## src/rtl/spi_slave_pkg.sv

```systemverilog
// Shared types and defaults for the SPI slave responder.
package spi_slave_pkg;
    typedef enum logic [1:0] {
        ST_IDLE,
        ST_LOAD,
        ST_SHIFT,
        ST_DONE
    } state_t;

    localparam int         DATA_W_DEF    = 8;
    localparam logic [7:0] IDLE_FILL_DEF = 8'hFF;
    localparam int         RX_FIFO_DEPTH = 4;
endpackage

```

## src/rtl/spi_slave_sync.sv

```systemverilog
// Multi-flop synchronizer for one SPI pin, with rise/fall detection on the synchronized level.
module spi_slave_sync #(
    parameter int   STAGES    = 2,
    parameter logic RESET_VAL = 1'b0
) (
    input  logic clk,
    input  logic rst,
    input  logic din,
    output logic level,
    output logic rise,
    output logic fall
);
    logic [STAGES-1:0] sync_reg;
    logic              prev_reg;

    always_ff @(posedge clk or posedge rst) begin
        if (rst) begin
            sync_reg <= {STAGES{RESET_VAL}};
            prev_reg <= RESET_VAL;
        end else begin
            for (int i = STAGES - 1; i > 0; i--) begin
                sync_reg[i] <= sync_reg[i-1];
            end
            sync_reg[0] <= din;
            prev_reg    <= sync_reg[STAGES-1];
        end
    end

    assign level = sync_reg[STAGES-1];
    assign rise  = level & ~prev_reg;
    assign fall  = ~level & prev_reg;
endmodule

```

## src/rtl/spi_slave_responder.sv

```systemverilog
// Mode-0 SPI slave with TX/RX valid-ready byte interfaces.
// Define SPI_SLAVE_RX_FIFO_EN for a 4-entry RX FIFO instead of a single holding register.
module spi_slave_responder
    import spi_slave_pkg::*;
#(
    parameter int                DATA_W      = DATA_W_DEF,
    parameter int                SYNC_STAGES = 2,
    parameter logic [DATA_W-1:0] IDLE_FILL   = IDLE_FILL_DEF
) (
    input  logic              clk_clk,
    input  logic              reset_reset,
    input  logic              spi_sclk,
    input  logic              spi_mosi,
    input  logic              spi_ss_n,
    output logic              spi_miso,
    output logic              spi_miso_oe,
    input  logic [DATA_W-1:0] tx_data,
    input  logic              tx_valid,
    output logic              tx_ready,
    output logic [DATA_W-1:0] rx_data,
    output logic              rx_valid,
    input  logic              rx_ready,
    output logic              rx_overrun,
    output logic              tx_underrun,
    output logic              frame_err
);
    localparam int              CNT_W    = $clog2(DATA_W);
    localparam logic [CNT_W-1:0] LAST_BIT = CNT_W'(DATA_W - 1);

    logic sclk_level, sclk_rise, sclk_fall;
    logic mosi_level, mosi_rise, mosi_fall;
    logic ss_level, ss_rise, ss_fall;
    logic unused_sync;

    spi_slave_sync #(.STAGES(SYNC_STAGES), .RESET_VAL(1'b0)) u_sync_sclk (
        .clk(clk_clk), .rst(reset_reset), .din(spi_sclk),
        .level(sclk_level), .rise(sclk_rise), .fall(sclk_fall));
    spi_slave_sync #(.STAGES(SYNC_STAGES), .RESET_VAL(1'b0)) u_sync_mosi (
        .clk(clk_clk), .rst(reset_reset), .din(spi_mosi),
        .level(mosi_level), .rise(mosi_rise), .fall(mosi_fall));
    spi_slave_sync #(.STAGES(SYNC_STAGES), .RESET_VAL(1'b1)) u_sync_ss (
        .clk(clk_clk), .rst(reset_reset), .din(spi_ss_n),
        .level(ss_level), .rise(ss_rise), .fall(ss_fall));

    assign unused_sync = ^{sclk_level, mosi_rise, mosi_fall, ss_level};

    state_t            state_reg;
    logic [CNT_W-1:0]  bit_cnt_reg;
    logic [DATA_W-1:0] tx_shift_reg, rx_shift_reg, tx_hold_reg;
    logic              tx_full_reg, fill_pending_reg;
    logic              tx_underrun_reg, frame_err_reg, rx_overrun_reg;

    // Underrun is only reported once the fill byte actually goes on the wire,
    // so the speculative reload after a frame's last byte stays silent.
    always_ff @(posedge clk_clk or posedge reset_reset) begin
        if (reset_reset) begin
            state_reg        <= ST_IDLE;
            bit_cnt_reg      <= '0;
            tx_shift_reg     <= '0;
            rx_shift_reg     <= '0;
            tx_hold_reg      <= '0;
            tx_full_reg      <= 1'b0;
            fill_pending_reg <= 1'b0;
            tx_underrun_reg  <= 1'b0;
            frame_err_reg    <= 1'b0;
        end else begin
            tx_underrun_reg <= 1'b0;
            frame_err_reg   <= 1'b0;
            if (tx_valid && !tx_full_reg) begin
                tx_hold_reg <= tx_data;
                tx_full_reg <= 1'b1;
            end
            if (ss_rise) begin
                state_reg        <= ST_IDLE;
                frame_err_reg    <= (bit_cnt_reg != '0);
                bit_cnt_reg      <= '0;
                rx_shift_reg     <= '0;
                fill_pending_reg <= 1'b0;
            end else begin
                case (state_reg)
                    ST_IDLE: begin
                        if (ss_fall) state_reg <= ST_LOAD;
                    end
                    ST_LOAD, ST_DONE: begin
                        state_reg <= ST_SHIFT;
                        if (tx_full_reg) begin
                            tx_shift_reg     <= tx_hold_reg;
                            tx_full_reg      <= 1'b0;
                            fill_pending_reg <= 1'b0;
                        end else begin
                            tx_shift_reg     <= IDLE_FILL;
                            fill_pending_reg <= 1'b1;
                        end
                    end
                    ST_SHIFT: begin
                        if (sclk_rise) begin
                            rx_shift_reg <= {rx_shift_reg[DATA_W-2:0], mosi_level};
                            if (bit_cnt_reg == '0 && fill_pending_reg) begin
                                tx_underrun_reg  <= 1'b1;
                                fill_pending_reg <= 1'b0;
                            end
                            if (bit_cnt_reg == LAST_BIT) begin
                                bit_cnt_reg <= '0;
                                state_reg   <= ST_DONE;
                            end else begin
                                bit_cnt_reg <= bit_cnt_reg + 1'b1;
                            end
                        end else if (sclk_fall && bit_cnt_reg != '0) begin
                            // The trailing fall of the previous byte arrives with count 0 and must not shift out the fresh MSB.
                            tx_shift_reg <= {tx_shift_reg[DATA_W-2:0], 1'b0};
                        end
                    end
                    default: state_reg <= ST_IDLE;
                endcase
            end
        end
    end

    assign spi_miso    = tx_shift_reg[DATA_W-1];
    assign spi_miso_oe = (state_reg != ST_IDLE);
    assign tx_ready    = ~tx_full_reg;
    assign tx_underrun = tx_underrun_reg;
    assign frame_err   = frame_err_reg;
    assign rx_overrun  = rx_overrun_reg;

    logic rx_wr, rx_pop;
    assign rx_wr  = (state_reg == ST_DONE);
    assign rx_pop = rx_valid && rx_ready;

`ifdef SPI_SLAVE_RX_FIFO_EN
    localparam int               PTR_W     = $clog2(RX_FIFO_DEPTH);
    localparam logic [PTR_W:0]   DEPTH_CNT = (PTR_W + 1)'(RX_FIFO_DEPTH);
    logic [DATA_W-1:0] fifo_mem [RX_FIFO_DEPTH];
    logic [PTR_W-1:0]  wr_ptr_reg, rd_ptr_reg;
    logic [PTR_W:0]    count_reg;
    logic              rx_full, rx_push;

    assign rx_full = (count_reg == DEPTH_CNT) && !rx_pop;
    assign rx_push = rx_wr && !rx_full;

    always_ff @(posedge clk_clk or posedge reset_reset) begin
        if (reset_reset) begin
            for (int i = 0; i < RX_FIFO_DEPTH; i++) fifo_mem[i] <= '0;
            wr_ptr_reg     <= '0;
            rd_ptr_reg     <= '0;
            count_reg      <= '0;
            rx_overrun_reg <= 1'b0;
        end else begin
            rx_overrun_reg <= rx_wr && rx_full;
            if (rx_push) begin
                fifo_mem[wr_ptr_reg] <= rx_shift_reg;
                wr_ptr_reg           <= wr_ptr_reg + 1'b1;
            end
            if (rx_pop) rd_ptr_reg <= rd_ptr_reg + 1'b1;
            case ({rx_push, rx_pop})
                2'b10:   count_reg <= count_reg + 1'b1;
                2'b01:   count_reg <= count_reg - 1'b1;
                default: count_reg <= count_reg;
            endcase
        end
    end

    assign rx_data  = fifo_mem[rd_ptr_reg];
    assign rx_valid = (count_reg != '0);
`else
    logic [DATA_W-1:0] rx_data_reg;
    logic              rx_valid_reg;
    logic              rx_full;

    assign rx_full = rx_valid_reg && !rx_ready;

    always_ff @(posedge clk_clk or posedge reset_reset) begin
        if (reset_reset) begin
            rx_data_reg    <= '0;
            rx_valid_reg   <= 1'b0;
            rx_overrun_reg <= 1'b0;
        end else begin
            rx_overrun_reg <= rx_wr && rx_full;
            if (rx_wr && !rx_full) begin
                rx_data_reg  <= rx_shift_reg;
                rx_valid_reg <= 1'b1;
            end else if (rx_pop) begin
                rx_valid_reg <= 1'b0;
            end
        end
    end

    assign rx_data  = rx_data_reg;
    assign rx_valid = rx_valid_reg;
`endif
endmodule

```

## config.mk

```make
export PLATFORM = sky130hd
export DESIGN_NAME = spi_slave_responder
export DESIGN_NICKNAME = d
export VERILOG_FILES = /design/src/rtl/spi_slave_pkg.sv /design/src/rtl/spi_slave_sync.sv /design/src/rtl/spi_slave_responder.sv
export SDC_FILE = /design/constraint.sdc
export NUM_CORES = 1
export LEC_CHECK = 0
export BUFFER_PORTS_ARGS = -buffer_cell sky130_fd_sc_hd__buf_2
export CORE_MARGIN = 4
export CORE_UTILIZATION = 55
export DETAILED_ROUTE_END_ITERATION = 10
export GPL_TIMING_DRIVEN = 0
export HOLD_SLACK_MARGIN = 0.05
export PLACE_DENSITY_LB_ADDON = 0.12
export SLEW_MARGIN = 10
export SYNTH_ARGS = -nofsm -noshare
export SYNTH_HDL_FRONTEND = slang
export SYNTH_SLANG_ARGS = --single-unit
```

## constraint.sdc

```tcl
create_clock -name clk_clk -period 3.45 [get_ports clk_clk]
set_clock_uncertainty 0.15 [all_clocks]
set_input_delay 0.345 -clock clk_clk [delete_from_list [all_inputs] [get_ports clk_clk]]
set_output_delay 0.345 -clock clk_clk [all_outputs]
set_load 0.02 [all_outputs]
```

-- After elaboration in Yosys (flattened, before gate mapping)
Index checks and enable logic that the tools add are counted.
- bits in registers: 51
- logic and storage cells: 94
- $add $sub $neg: 1
- eq/ne operators: 10
- multiplexer cells: 32
- bitwise operators: 10
- reduce and logical (&&, ||, !) cells: 24
- operators by type and width (cell ; count):
    8-bit 2-to-1 mux ; 6
    8-bit case mux with 2 select lines ; 1
    1-bit 2-to-1 mux ; 15
    3-bit 2-to-1 mux ; 4
    3-bit inequality test (second input constant) ; 4
    2-bit nonzero test ; 5
    2-bit 2-to-1 mux ; 4
    1-bit logical AND ; 7
    1-bit inverter ; 6
    2-bit case mux with 3 select lines ; 1
    3-bit AND reduction ; 2
    3-bit nonzero test ; 2
    1-bit bitwise AND ; 4
    2-bit == test (second input constant) ; 2
    2-bit inequality test (second input constant) ; 2
    4-bit AND reduction ; 1
    3-bit by 1-bit adder with 3-bit output (second input constant) ; 1
    3-bit == test (second input constant) ; 1
    1-bit logical NOT ; 3
    3-bit logical NOT ; 1
    2-bit by 1-bit == test with 1-bit output (second input constant) ; 1
    2-bit logical NOT ; 1
    1-bit case mux with 2 select lines ; 1
    2-bit AND reduction ; 1
    2-bit OR reduction ; 1

-- Logic depth before layout (Yosys ltp)
- depth after elaboration: 6
- gate-level depth with buffers: 6

-- Cells and area by module
From an unflattened synthesis, not the netlist that was laid out.
- cells, all modules: 155
- area, all modules: 2154.6 um2
- by module, submodules not included (module ; times used ; cells each ; area each (um2)):
    spi_slave_responder ; 1 ; 137 ; 1869.3
    spi_slave_sync at u_sync_mosi ... ; 2 ; 6 ; 93.8
    spi_slave_sync at u_sync_ss ; 1 ; 6 ; 97.6

-- Worst setup path before layout
Ideal clock, no wire load.
- path kind: register -> register
- from: reg bit_cnt_reg[0]
- to: reg tx_shift_reg[1]
- setup time: 0.125 ns
- arrival time: 1.618 ns
- required time: 3.175 ns
- slack: 1.557 ns
- cell stages (with the launch flop): 7
- clock period less this slack: 1.893 ns
- cells stage by stage: dfrtp_1 > inv_1 > ha_1 > nor2b_1 > o31a_4 > nor3_4 > mux2_2
- word-level cells in the longest chain between the ends: 4
- RTL lines (item ; RTL line ; source):
    start, declared ; spi_slave_responder.sv:48 ; logic [CNT_W-1:0] bit_cnt_reg;
    start signal, assigned ; spi_slave_responder.sv:106 ; bit_cnt_reg <= bit_cnt_reg + 1'b1;
    3-bit nonzero test ; spi_slave_responder.sv:108 ; end else if (sclk_fall && bit_cnt_reg != '0) begin
    1-bit logical AND ; spi_slave_responder.sv:108 ;
    2-bit inequality test (no line) ; -- ;
    4-bit AND reduction (no line) ; -- ;
    end signal, assigned ; spi_slave_responder.sv:87 ; tx_shift_reg <= tx_hold_reg;
    end signal, assigned ; spi_slave_responder.sv:110 ; tx_shift_reg <= {tx_shift_reg[DATA_W-2:0], 1'b0};
    end, declared ; spi_slave_responder.sv:49 ; logic [DATA_W-1:0] tx_shift_reg, rx_shift_reg, tx_hold_reg;
Every way passes these cells.
A chain may end at the register's enable or synchronous reset.

-- Final worst setup path
- from: reg bit_cnt_reg[0]
- to: reg tx_shift_reg[4]
The elaborated chain is that of the path after synthesis.

==> impl_metrics.tcl <==
set metrics [dict create \
    gp_congestion 0.762 \
    cts_max_path_buffers 2 \
    cts_num_sinks 51 \
    place_hpwl_mm 2.45 \
    vias_per_cell 5.22 \
    drc 0 \
    final_common_cell "dfrtp_1" \
    holdWs_ns 0.120 \
    nNetsFinal 216 \
    worstHoldStart "tx_data[5]" \
    final_area_mm2 0.00239 \
    finalSetupViolCount 0 \
    cts_root_buf "clkbuf_8" \
    path_class "register to register" \
    cts-buffers-inserted 5 \
    yosysSeqAreaShare_pct 63.2 \
    antenna_left 0 \
    r2r_cells 6 \
    cts_resized 0 \
    dp_slack_ns 1.39 \
    worstPathRequired_ns 3.49 \
    cp-startpoint "bit_cnt_reg[0]" \
    yosys-mux-area-fraction_pct 12.8 \
    dpl-instance-area_mm2 0.00225 \
    coreArea_mm2 0.00344 \
    clk_latency_ns 0.31 \
    die_h_um 68.7 \
    crit_path_end "tx_shift_reg[4]" \
    multi_input_area_um2 677 \
    register_area_mm2 0.00128 \
    synth-simple-area-share_pct 9.09 \
    row_count 21 \
    ys_ff_latch 51 \
    grt.overflow.total 0 \
    clk_pin_slew_worst_paths_ns 0.09 \
    syn_area_mm2 0.00202 \
    critPathMaxFanout 8 \
    relSlewSlack_pct 67.2 \
    synthCells 156 \
    first_pass_iters 4 \
    seqPwrFrac_pct 52.1 \
    initial_core_util_pct 58.8 \
    slowest_stage "dfrtp_1" \
    htreeDepth 2 \
    path_cells "inv_1 -> ha_1 -> nor2b_1 -> o31a_4 -> nor3_4 -> mux2_2" \
    worst_pin_slew_ns 0.493 \
    grt_pass1_vias 1310 \
    setup_slack_ns 1.36 \
    antenna_found_initial 0 \
    detail_route.wl_per_cell_um 14.0 \
    end_kind "register" \
    switching_share_pct 29.7 \
    ir_worst_vdd_mv 0.436 \
    combPwrFrac_pct 24.3 \
    routed_wl_mm 3.41 \
    synthAdderAreaFrac_pct 2.47 \
    synth-xor-area-share_pct 0 \
    hp-class "primary input to register" \
    yosys.cell_types.count 27 \
    maxSlewViolCount 0 \
    rsz0062_at_grt "no" \
    cts_tree "done" \
    fill_cells 262 \
    r2r-start "bit_cnt_reg[0]" \
    start_kind "register" \
    r2r_slack_ns 1.36 \
    cp_slowest_stage_delay_ns 0.40 \
    n_antenna_cell 0 \
    ys_warn_count 0 \
    grt_start_max_net_pins 36 \
    intPower_uw 1070 \
    cap_viol_max_count 0 \
    synth_top_family_by_area "multiplexers" \
    power_switching_uw 454 \
    status "finished, final reports clean" \
    grt_usage_pct 17.3 \
    grt_pass1_wl_mm 5.91 \
    r2r_end "tx_shift_reg[4]" \
    num_vias 1274 \
    finalHoldViolCount 0 \
    clkPwrFrac_pct 23.6 \
    mostFrequentLayoutCells "48 x dfrtp_1, 32 x buf_2, 23 x mux2_2, 14 x nor2_1, 12 x nand2_1" \
    tns_ns 0 \
    max_freq_ghz 0.479 \
    area_growth_pct 17.9 \
    p_leak_uw 0.00118 \
    layout-drive-gt1-share_pct 37.4 \
    drt_first_iter_violations 89 \
    die-area_mm2 0.00472 \
    die_x_um 68.7 \
    syn-num-nets 175 \
    ioPinCount 30 \
    syn_avg_cell_area_um2 13.0 \
    synth-compound-area-share_pct 9.09 \
    fin_crit_sh_pct 60.5 \
    period_needed_ns 2.09 \
    p_per_area_mw_per_mm2 641 \
    crit_arrival_ns 2.13 \
    numPortBuffers 29 \
]
-- how the worst min path moves through the flow --
| stage | endpoint | cells after the start |
|---|---|---|
| after floorplan | u_sync_mosi.sync_reg[1] | 0 |
| after global placement | u_sync_sclk.sync_reg[1] | 0 |
| after detailed placement | u_sync_mosi.sync_reg[1] | 0 |
| after CTS | tx_hold_reg[4] | 2 |
| after global routing | tx_hold_reg[4] | 2 |
| final | tx_hold_reg[5] | 2 |
-- power by group through the flow --
stage | sequential, uW | combinational, uW | clock (uW)
after floorplan | 807 | 271 | 0
after global placement | 801 | 351 | 0
after detailed placement | 808 | 374 | 0
after CTS | 798 | 378 | 365
after global routing | 814 | 418 | 390
final | 796 | 372 | 360
-- stage by stage --
step                std cells  power, uW  utilization [%]
floorplan                 156       1080                -
detailed placement        232       1180             65.3
global route              244       1620             69.3
CTS                       244       1540             69.3
finish                    244       1530             69.3
global placement          231       1150             64.7
-- cell families after synthesis --
logic type | count (synthesis)
flops | 51
simple gates | 38
compound gates | 25
mux | 23
buf+inv | 15
fa+ha+maj | 4
-- worst max-delay path, delay by kind of cell (launching register included) --
family                     cells  cell delay, ns
and+or+nand+nor                2            0.48
DFF                            1            0.40
muxes                          1            0.39
AOI/OAI and AO/OA              1            0.29
adders and majority gates      1            0.18
buffers and inverters          1            0.06
-- metal layers --
layer / wire length [um] / global-route usage (%) / part of all wire (%)
met5: 0 / 0 / 0
met4: 55 / 6.70 / 1.6
met3: 171 / 5.51 / 5.0
met2: 1650 / 27.5 / 48
met1: 1540 / 22.0 / 45
-- synthesized netlist by cell type --
cell	n	area (um^2)
a21oi_1	2	10.0
a21oi_2	1	8.76
a22o_1	10	87.6
a31oi_1	2	12.5
and3_1	1	6.26
buf_2	3	15.0
buf_6	1	11.3
clkbuf_1	2	7.51
dfrtp_1	48	1200
dfstp_2	3	78.8
ha_1	4	50.1
inv_1	8	30.0
inv_2	1	3.75
mux2_2	23	259
nand2_1	12	45.0
nand2b_1	1	6.26
nand3_1	1	5.00
nand3b_1	1	7.51
nor2_1	14	52.6
nor2b_1	4	25.0
nor2b_2	1	8.76
nor3_1	1	5.00
nor3_4	1	16.3
o211ai_1	1	7.51
o21ai_0	8	40.0
o31a_4	1	17.5
or3_1	1	6.26
-- timing repair --
action | CTS | global route
hold buffers | 4 | 0
endpoints found under the hold margin | 19 | 0
setup buffers | 0 | 0
-- final cells by class --
class | instances | share of cell area, %
Buffer | 6 | 1.42
Inverter | 9 | 1.42
Clock inverter | 2 | 0.682
Multi-Input combinational cell | 90 | 28.4
Clock buffer | 6 | 3.46
Tap cell | 46 | 2.41
Sequential cell | 51 | 53.6
Timing Repair Buffer | 34 | 8.60
(Power assumes the default switching activity.)
